### config.mk
export PLATFORM = sky130hd
export DESIGN_NAME = pulse_stretch_flat
export DESIGN_NICKNAME = d
export VERILOG_FILES = /design/src/rtl/pulse_stretch_if.sv /design/src/rtl/pulse_stretch.sv /design/src/flat_wrapper.sv
export SDC_FILE = /design/constraint.sdc
export NUM_CORES = 1
export LEC_CHECK = 0
export BUFFER_PORTS_ARGS = -buffer_cell sky130_fd_sc_hd__buf_2
export CAP_MARGIN = 40
export CORE_AREA = 2 2 39 41
export CTS_CLUSTER_DIAMETER = 100
export DETAILED_ROUTE_END_ITERATION = 10
export DIE_AREA = 0 0 41 43
export PLACE_DENSITY = 0.66
export SLEW_MARGIN = 20
export SYNTH_ARGS = -nofsm -noshare
export SYNTH_HDL_FRONTEND = slang
export SYNTH_SLANG_ARGS = --single-unit
### constraint.sdc
create_clock -name i_CLK -period 3.09 [get_ports i_CLK]
set_input_delay 0 -clock i_CLK [delete_from_list [all_inputs] [get_ports i_CLK]]
set_output_delay 0 -clock i_CLK [all_outputs]
set_load 0.1 [all_outputs]
### src/rtl/pulse_stretch_if.sv
// pulse_stretch_if: request/status bundle for the pulse stretcher.
//   i_Trigger  - request strobe into the stretcher
//   o_Out      - stretched output pulse
//   o_Busy     - stretcher is in a pulse or its trailing gap
//   o_Pending  - queued requests that have not started yet
//   o_Overflow - sticky flag: a request was dropped
// Modports: master = request source, slave = stretcher.
interface pulse_stretch_if #(
  parameter int p_PEND_W = 3
) ();
  logic                i_Trigger;
  logic                o_Out;
  logic                o_Busy;
  logic [p_PEND_W-1:0] o_Pending;
  logic                o_Overflow;

  modport master (
    output i_Trigger,
    input  o_Out, o_Busy, o_Pending, o_Overflow
  );

  modport slave (
    input  i_Trigger,
    output o_Out, o_Busy, o_Pending, o_Overflow
  );
endinterface

### src/rtl/pulse_stretch.sv
// pulse_stretch: turns single-cycle request strobes into output pulses with a
// guaranteed high time (p_ON_CYCLES) and a guaranteed low time afterwards
// (p_OFF_CYCLES). Requests arriving during a pulse are queued in a saturating
// counter and replayed back-to-back; a dropped request sets a sticky flag.
// Ports:
//   i_CLK - clock, rising edge
//   i_RST - synchronous active-high reset
//   bus   - pulse_stretch_if.slave (trigger in; out/busy/pending/overflow out)
module pulse_stretch #(
  parameter int p_ON_CYCLES  = 4,
  parameter int p_OFF_CYCLES = 4,
  parameter int p_PEND_W     = 3
) (
  input  logic            i_CLK,
  input  logic            i_RST,
  pulse_stretch_if.slave  bus
);

  localparam int MAX_LIM = (p_ON_CYCLES > p_OFF_CYCLES) ? p_ON_CYCLES : p_OFF_CYCLES;
  localparam int CNT_W   = (MAX_LIM > 1) ? $clog2(MAX_LIM) : 1;

  localparam logic [CNT_W-1:0]    CNT_ONE  = CNT_W'(1);
  localparam logic [CNT_W-1:0]    ON_LAST  = CNT_W'(p_ON_CYCLES - 1);
  localparam logic [CNT_W-1:0]    OFF_LAST = CNT_W'(p_OFF_CYCLES - 1);
  localparam logic [p_PEND_W-1:0] PEND_ONE = p_PEND_W'(1);
  localparam logic [p_PEND_W-1:0] PEND_MAX = '1;

  typedef enum logic [1:0] {
    S_IDLE = 2'd0,
    S_ON   = 2'd1,
    S_GAP  = 2'd2
  } state_e;

  // NOTE: declaration initialisers equal the reset values so power-up and
  // post-reset behaviour are identical on targets that honour them.
  state_e              state_q = S_IDLE;
  logic [CNT_W-1:0]    cnt_q   = '0;
  logic [p_PEND_W-1:0] pend_q  = '0;
  logic                ovf_q   = 1'b0;
  logic                out_q   = 1'b0;
  logic                busy_q  = 1'b0;

  state_e              state_d;
  logic [CNT_W-1:0]    cnt_d;
  logic [p_PEND_W-1:0] pend_d;
  logic                ovf_d;
  logic                out_d;
  logic                busy_d;

  logic last_on;
  logic last_gap;
  logic start;

  always_comb begin
    // NOTE: every signal gets a default before any branch, so no path can
    // leave one unassigned and infer a latch.
    state_d = state_q;
    cnt_d   = cnt_q;
    pend_d  = pend_q;
    ovf_d   = ovf_q;

    last_on  = (state_q == S_ON)  && (cnt_q == ON_LAST);
    last_gap = (state_q == S_GAP) && (cnt_q == OFF_LAST);
    start    = ((state_q == S_IDLE) || last_gap) &&
               (bus.i_Trigger || (pend_q != '0));

    // Queue bookkeeping. With an empty queue a starting trigger is consumed
    // directly; with a non-empty queue a start pops one entry and a
    // simultaneous trigger pushes one, which cancels out.
    if (start) begin
      if ((pend_q != '0) && !bus.i_Trigger) begin
        pend_d = pend_q - PEND_ONE;
      end
    end else if (bus.i_Trigger) begin
      if (pend_q == PEND_MAX) begin
        ovf_d = 1'b1;
      end else begin
        pend_d = pend_q + PEND_ONE;
      end
    end

    unique case (state_q)
      S_IDLE: begin
        if (start) begin
          state_d = S_ON;
          cnt_d   = '0;
        end
      end
      S_ON: begin
        if (last_on) begin
          state_d = S_GAP;
          cnt_d   = '0;
        end else begin
          cnt_d = cnt_q + CNT_ONE;
        end
      end
      S_GAP: begin
        if (last_gap) begin
          state_d = start ? S_ON : S_IDLE;
          cnt_d   = '0;
        end else begin
          cnt_d = cnt_q + CNT_ONE;
        end
      end
      default: begin
        state_d = S_IDLE;
        cnt_d   = '0;
      end
    endcase

    // Outputs come from the next state so they are flop-driven and carry no
    // combinational path from the trigger input.
    out_d  = (state_d == S_ON);
    busy_d = (state_d != S_IDLE);
  end

  // NOTE: sequential state uses non-blocking assignments so every flop sees
  // the pre-edge values of the others.
  always_ff @(posedge i_CLK) begin
    if (i_RST) begin
      state_q <= S_IDLE;
      cnt_q   <= '0;
      pend_q  <= '0;
      ovf_q   <= 1'b0;
      out_q   <= 1'b0;
      busy_q  <= 1'b0;
    end else begin
      state_q <= state_d;
      cnt_q   <= cnt_d;
      pend_q  <= pend_d;
      ovf_q   <= ovf_d;
      out_q   <= out_d;
      busy_q  <= busy_d;
    end
  end

  assign bus.o_Out      = out_q;
  assign bus.o_Busy     = busy_q;
  assign bus.o_Pending  = pend_q;
  assign bus.o_Overflow = ovf_q;

endmodule

### src/flat_wrapper.sv
// flat-port wrapper written by rule: the top's interface ports become plain ports
module pulse_stretch_flat 
#(
  parameter int p_ON_CYCLES  = 4,
  parameter int p_OFF_CYCLES = 4,
  parameter int p_PEND_W     = 3
)
  (i_CLK, i_RST, bus_i_Trigger, bus_o_Out, bus_o_Busy, bus_o_Pending, bus_o_Overflow);
  pulse_stretch_if #(.p_PEND_W(p_PEND_W)) bus_i ();
  input  logic i_CLK;
  input  logic i_RST;
  input wire logic [$bits(bus_i.i_Trigger)-1:0] bus_i_Trigger;
  output wire logic [$bits(bus_i.o_Out)-1:0] bus_o_Out;
  output wire logic [$bits(bus_i.o_Busy)-1:0] bus_o_Busy;
  output wire logic [$bits(bus_i.o_Pending)-1:0] bus_o_Pending;
  output wire logic [$bits(bus_i.o_Overflow)-1:0] bus_o_Overflow;
  assign bus_i.i_Trigger = bus_i_Trigger;
  assign bus_o_Out = bus_i.o_Out;
  assign bus_o_Busy = bus_i.o_Busy;
  assign bus_o_Pending = bus_i.o_Pending;
  assign bus_o_Overflow = bus_i.o_Overflow;
  pulse_stretch #(.p_ON_CYCLES(p_ON_CYCLES), .p_OFF_CYCLES(p_OFF_CYCLES), .p_PEND_W(p_PEND_W)) u_core (.i_CLK(i_CLK), .i_RST(i_RST), .bus(bus_i));
endmodule
==> impl_metrics.tcl <==
set metrics [dict create \
    rr_endpoint "u_core.bus.o_Pending[2]" \
    pwr-share-seq_pct 28.4 \
    finalSetupViolCount 0 \
    min_path_cells 3 \
    die_w_um 41 \
    ys_seq_elements 10 \
    syn_inst 74 \
    p_leak_uw 0.000305 \
    min_period_ns 2.21 \
    finalClockSkew_ns 0.00644 \
    clockRootBuffer "clkbuf_4" \
    max_stage_delay_ns 0.38 \
    synth_cell_types 35 \
    area_growth_syn_to_layout_pct 11.3 \
    clockBufferDepth 2 \
    final_cell_area_um2 703 \
    fp.dieH_um 43 \
    period_share_pct 71.7 \
    worst_setup_path_end_kind "register" \
    wire_per_inst_um 11.6 \
    wirelength_um 1140 \
    slowest_stage "dfxtp_1" \
    grt_use_met2_pct 21.9 \
    insertion_delay_ns 0.27 \
    grt_pass1_wl_um 1990 \
    cts_tree "yes" \
    status "finished, final reports clean" \
    rows 14 \
    antennaDiodeCount 0 \
    p_sw_uw 402 \
    powerDensity_nw_per_um2 1050 \
    rsz0062_at_grt "false" \
    hold_end "u_core.bus.o_Overflow" \
    nets 93 \
    setup_tns_ns 0 \
    arrival_ns 2.40 \
    busiest_layer "met1" \
    yosys_most_used_dff "dfxtp_1" \
    cts_max_level 1 \
    place_congestion 0.740 \
    numPortBuffers 8 \
    hp-start "bus_i_Trigger" \
    slew_viol_final 0 \
    track_usage_pct 16.6 \
    clock_sinks 10 \
    synth_edf_count 0 \
    rr_startpoint "u_core.state_q[1]" \
    pwr-share-clk_pct 12.2 \
    firstDrtPassIters 4 \
    drt-initial-drc-count 11 \
    antenna_found_initial 0 \
    drive_above_1_share_pct 19.5 \
    place_area_um2 671 \
    cap_viol_max_count 0 \
    use_met3_pct 4.71 \
    hpwl_um 800 \
    dieArea_um2 1760 \
    worstMarginPinSlew_ns 0.489 \
    core_um2 1380 \
    p_int_uw 333 \
    crit_required_ns 3.27 \
    synth_nets 83 \
    grt_use_met1_pct 23.2 \
    rrSetupSlack_ns 0.88 \
    crit_fanout 13 \
    synth_area_um2 632 \
    reg2regPathDepth 10 \
    vias_per_cell 5.46 \
    start_kind "register" \
    synth.yosys.warnings 0 \
    vdd_drop_max_mv 0.707 \
    hold_class "in2reg" \
    grt_pass1_vias 494 \
    grt.overflow.total 0 \
    drcViolationCount 0 \
    numCtsBuffers 3 \
    swShare_pct 54.7 \
    vias 535 \
    worstSetupPathType "reg2reg" \
    combPwrFrac_pct 59.4 \
    finalHoldViolCount 0 \
    start_util_pct 45.7 \
    crit_chain "inv_1 -> ha_1 -> a21oi_1 -> buf_4 -> nor2_1 -> xor2_1 -> ha_1 -> nor4_1 -> a21oi_1 -> a211oi_1" \
    fmax_ghz 0.452 \
    ys_seq_area_share_pct 31.7 \
    grt_start_max_net_pins 15 \
    boundaryPins 9 \
    ant_nets 0 \
    ys_async_sr_fraction_pct 0 \
    cts_resized 0 \
    slew_headroom_pct 67.6 \
    path_clk_slew_ns 0.07 \
    synth_area_per_cell_um2 8.54 \
]
## Yosys cell counts, drive strengths merged, types with 2 or more instances
master	instances	area, um^2
nor2	7	26.3
a211oi	2	15.0
inv	4	15.0
dfxtp	10	200
a31oi	2	12.5
ha	6	75.1
buf	4	25.0
nand3	3	15.0
a21oi	7	35.0
nor4	2	27.5
nand2	5	18.8
a21o	2	15.0
## placed cells by master, fill, tap and decap left out
cell type	Yosys	routed
dfxtp_1	10	10
buf_2	2	8
a21oi_1	7	7
nor2_1	7	7
ha_1	6	6
nand2_1	5	5
inv_1	4	4
nand3_1	3	3
clkbuf_4	0	3
a21o_1	2	2
a31oi_1	2	2
a211oi_1	2	2
nor4_4	1	1
xor2_1	1	1
or2_2	1	1
nor4b_1	1	1
xnor2_1	1	1
nor3b_1	1	1
o2bb2ai_1	1	1
o31ai_1	1	1
nor2b_1	1	1
o21ai_0	1	1
o311a_1	1	1
o21a_1	1	1
o21bai_1	1	1
nand3b_1	1	1
o211ai_1	1	1
nor3_1	1	1
nand4b_1	1	1
and3_2	1	1
nor4_1	1	1
a41o_1	1	1
a31o_2	1	1
dlygate4sd3_1	0	1
buf_4	0	1
## power by group through the flow
| stage | clock (uW) | combinational (uW) | sequential [uW] |
|---|---|---|---|
| finish | 89.8 | 437 | 209 |
| global route | 98.2 | 481 | 214 |
| CTS | 91.5 | 437 | 209 |
| detailed placement | 0 | 437 | 211 |
| global placement | 0 | 433 | 210 |
| floorplan | 0 | 233 | 361 |
## registers in the layout (all words and copies together), names as in the netlist
signal and count:
u_core.bus.o_Out 1, u_core.cnt_q 2, u_core.bus.o_Overflow 1, u_core.state_q 2, u_core.bus.o_Pending 3, u_core.bus.o_Busy 1
## metal layers
metal | part of all wire [%] | vias up
met4 | 1.5 | 0
li1 | - | 286
met5 | 0 | -
met2 | 46 | 9
met3 | 2.9 | 2
met1 | 50 | 238
## cell families after synthesis
| kind of cell | Yosys count | share of synthesized area, % |
|---|---|---|
| and+or+nand+nor | 25 | 23.0 |
| AOI/OAI and AO/OA | 22 | 23.8 |
| DFF | 10 | 31.7 |
| buffers and inverters | 9 | 6.93 |
| adders and majority gates | 6 | 11.9 |
| xor gates and xnor gates | 2 | 2.77 |
## layout make-up
| type | count | area (um^2) |
|---|---|---|
| Sequential cell | 10 | 200 |
| Inverter | 4 | 15.0 |
| Fill cell | 120 | 681 |
| Clock buffer | 3 | 22.5 |
| Tap cell | 16 | 20.0 |
| Multi-Input combinational cell | 55 | 388 |
| Timing Repair Buffer | 10 | 57.6 |
## metrics by stage
step	setup WS, ns	power, uW	instances	util (%)	hold WS, ns
floorplan	0.627	594	74	-	0.194
global placement	0.919	643	94	48.5	0.290
detailed placement	0.910	648	94	48.5	0.284
CTS	0.887	737	97	50.1	0.000186
global route	0.650	793	98	50.8	0.230
finish	0.876	736	98	50.8	0.179
## critical path: cells and delay by family (launching register included)
kind            cells  cell delay [ns]
compound gates      3             0.48
xor+xnor            1             0.15
flops               1             0.38
buf+inv             2             0.27
fa+ha+maj           2             0.48
simple gates        2             0.37
## worst max-delay path by stage
stage | from | end | slack, ns
floorplan | u_core.bus.o_Pending[0] | u_core.bus.o_Pending[2] | 0.63
global placement | u_core.state_q[0] | u_core.bus.o_Pending[2] | 0.92
detailed placement | u_core.state_q[0] | u_core.bus.o_Pending[2] | 0.91
CTS | u_core.state_q[0] | u_core.bus.o_Pending[2] | 0.89
global route | u_core.state_q[0] | u_core.bus.o_Pending[2] | 0.65
finish | u_core.state_q[1] | u_core.bus.o_Pending[2] | 0.88
## timing repair
item / CTS / global route
endpoints found under the setup margin: 0 / 0
hold buffers: 0 / 1
setup buffers: 0 / 0
endpoints found under the hold margin: 0 / 1
Power figures use the tool's default switching activity.
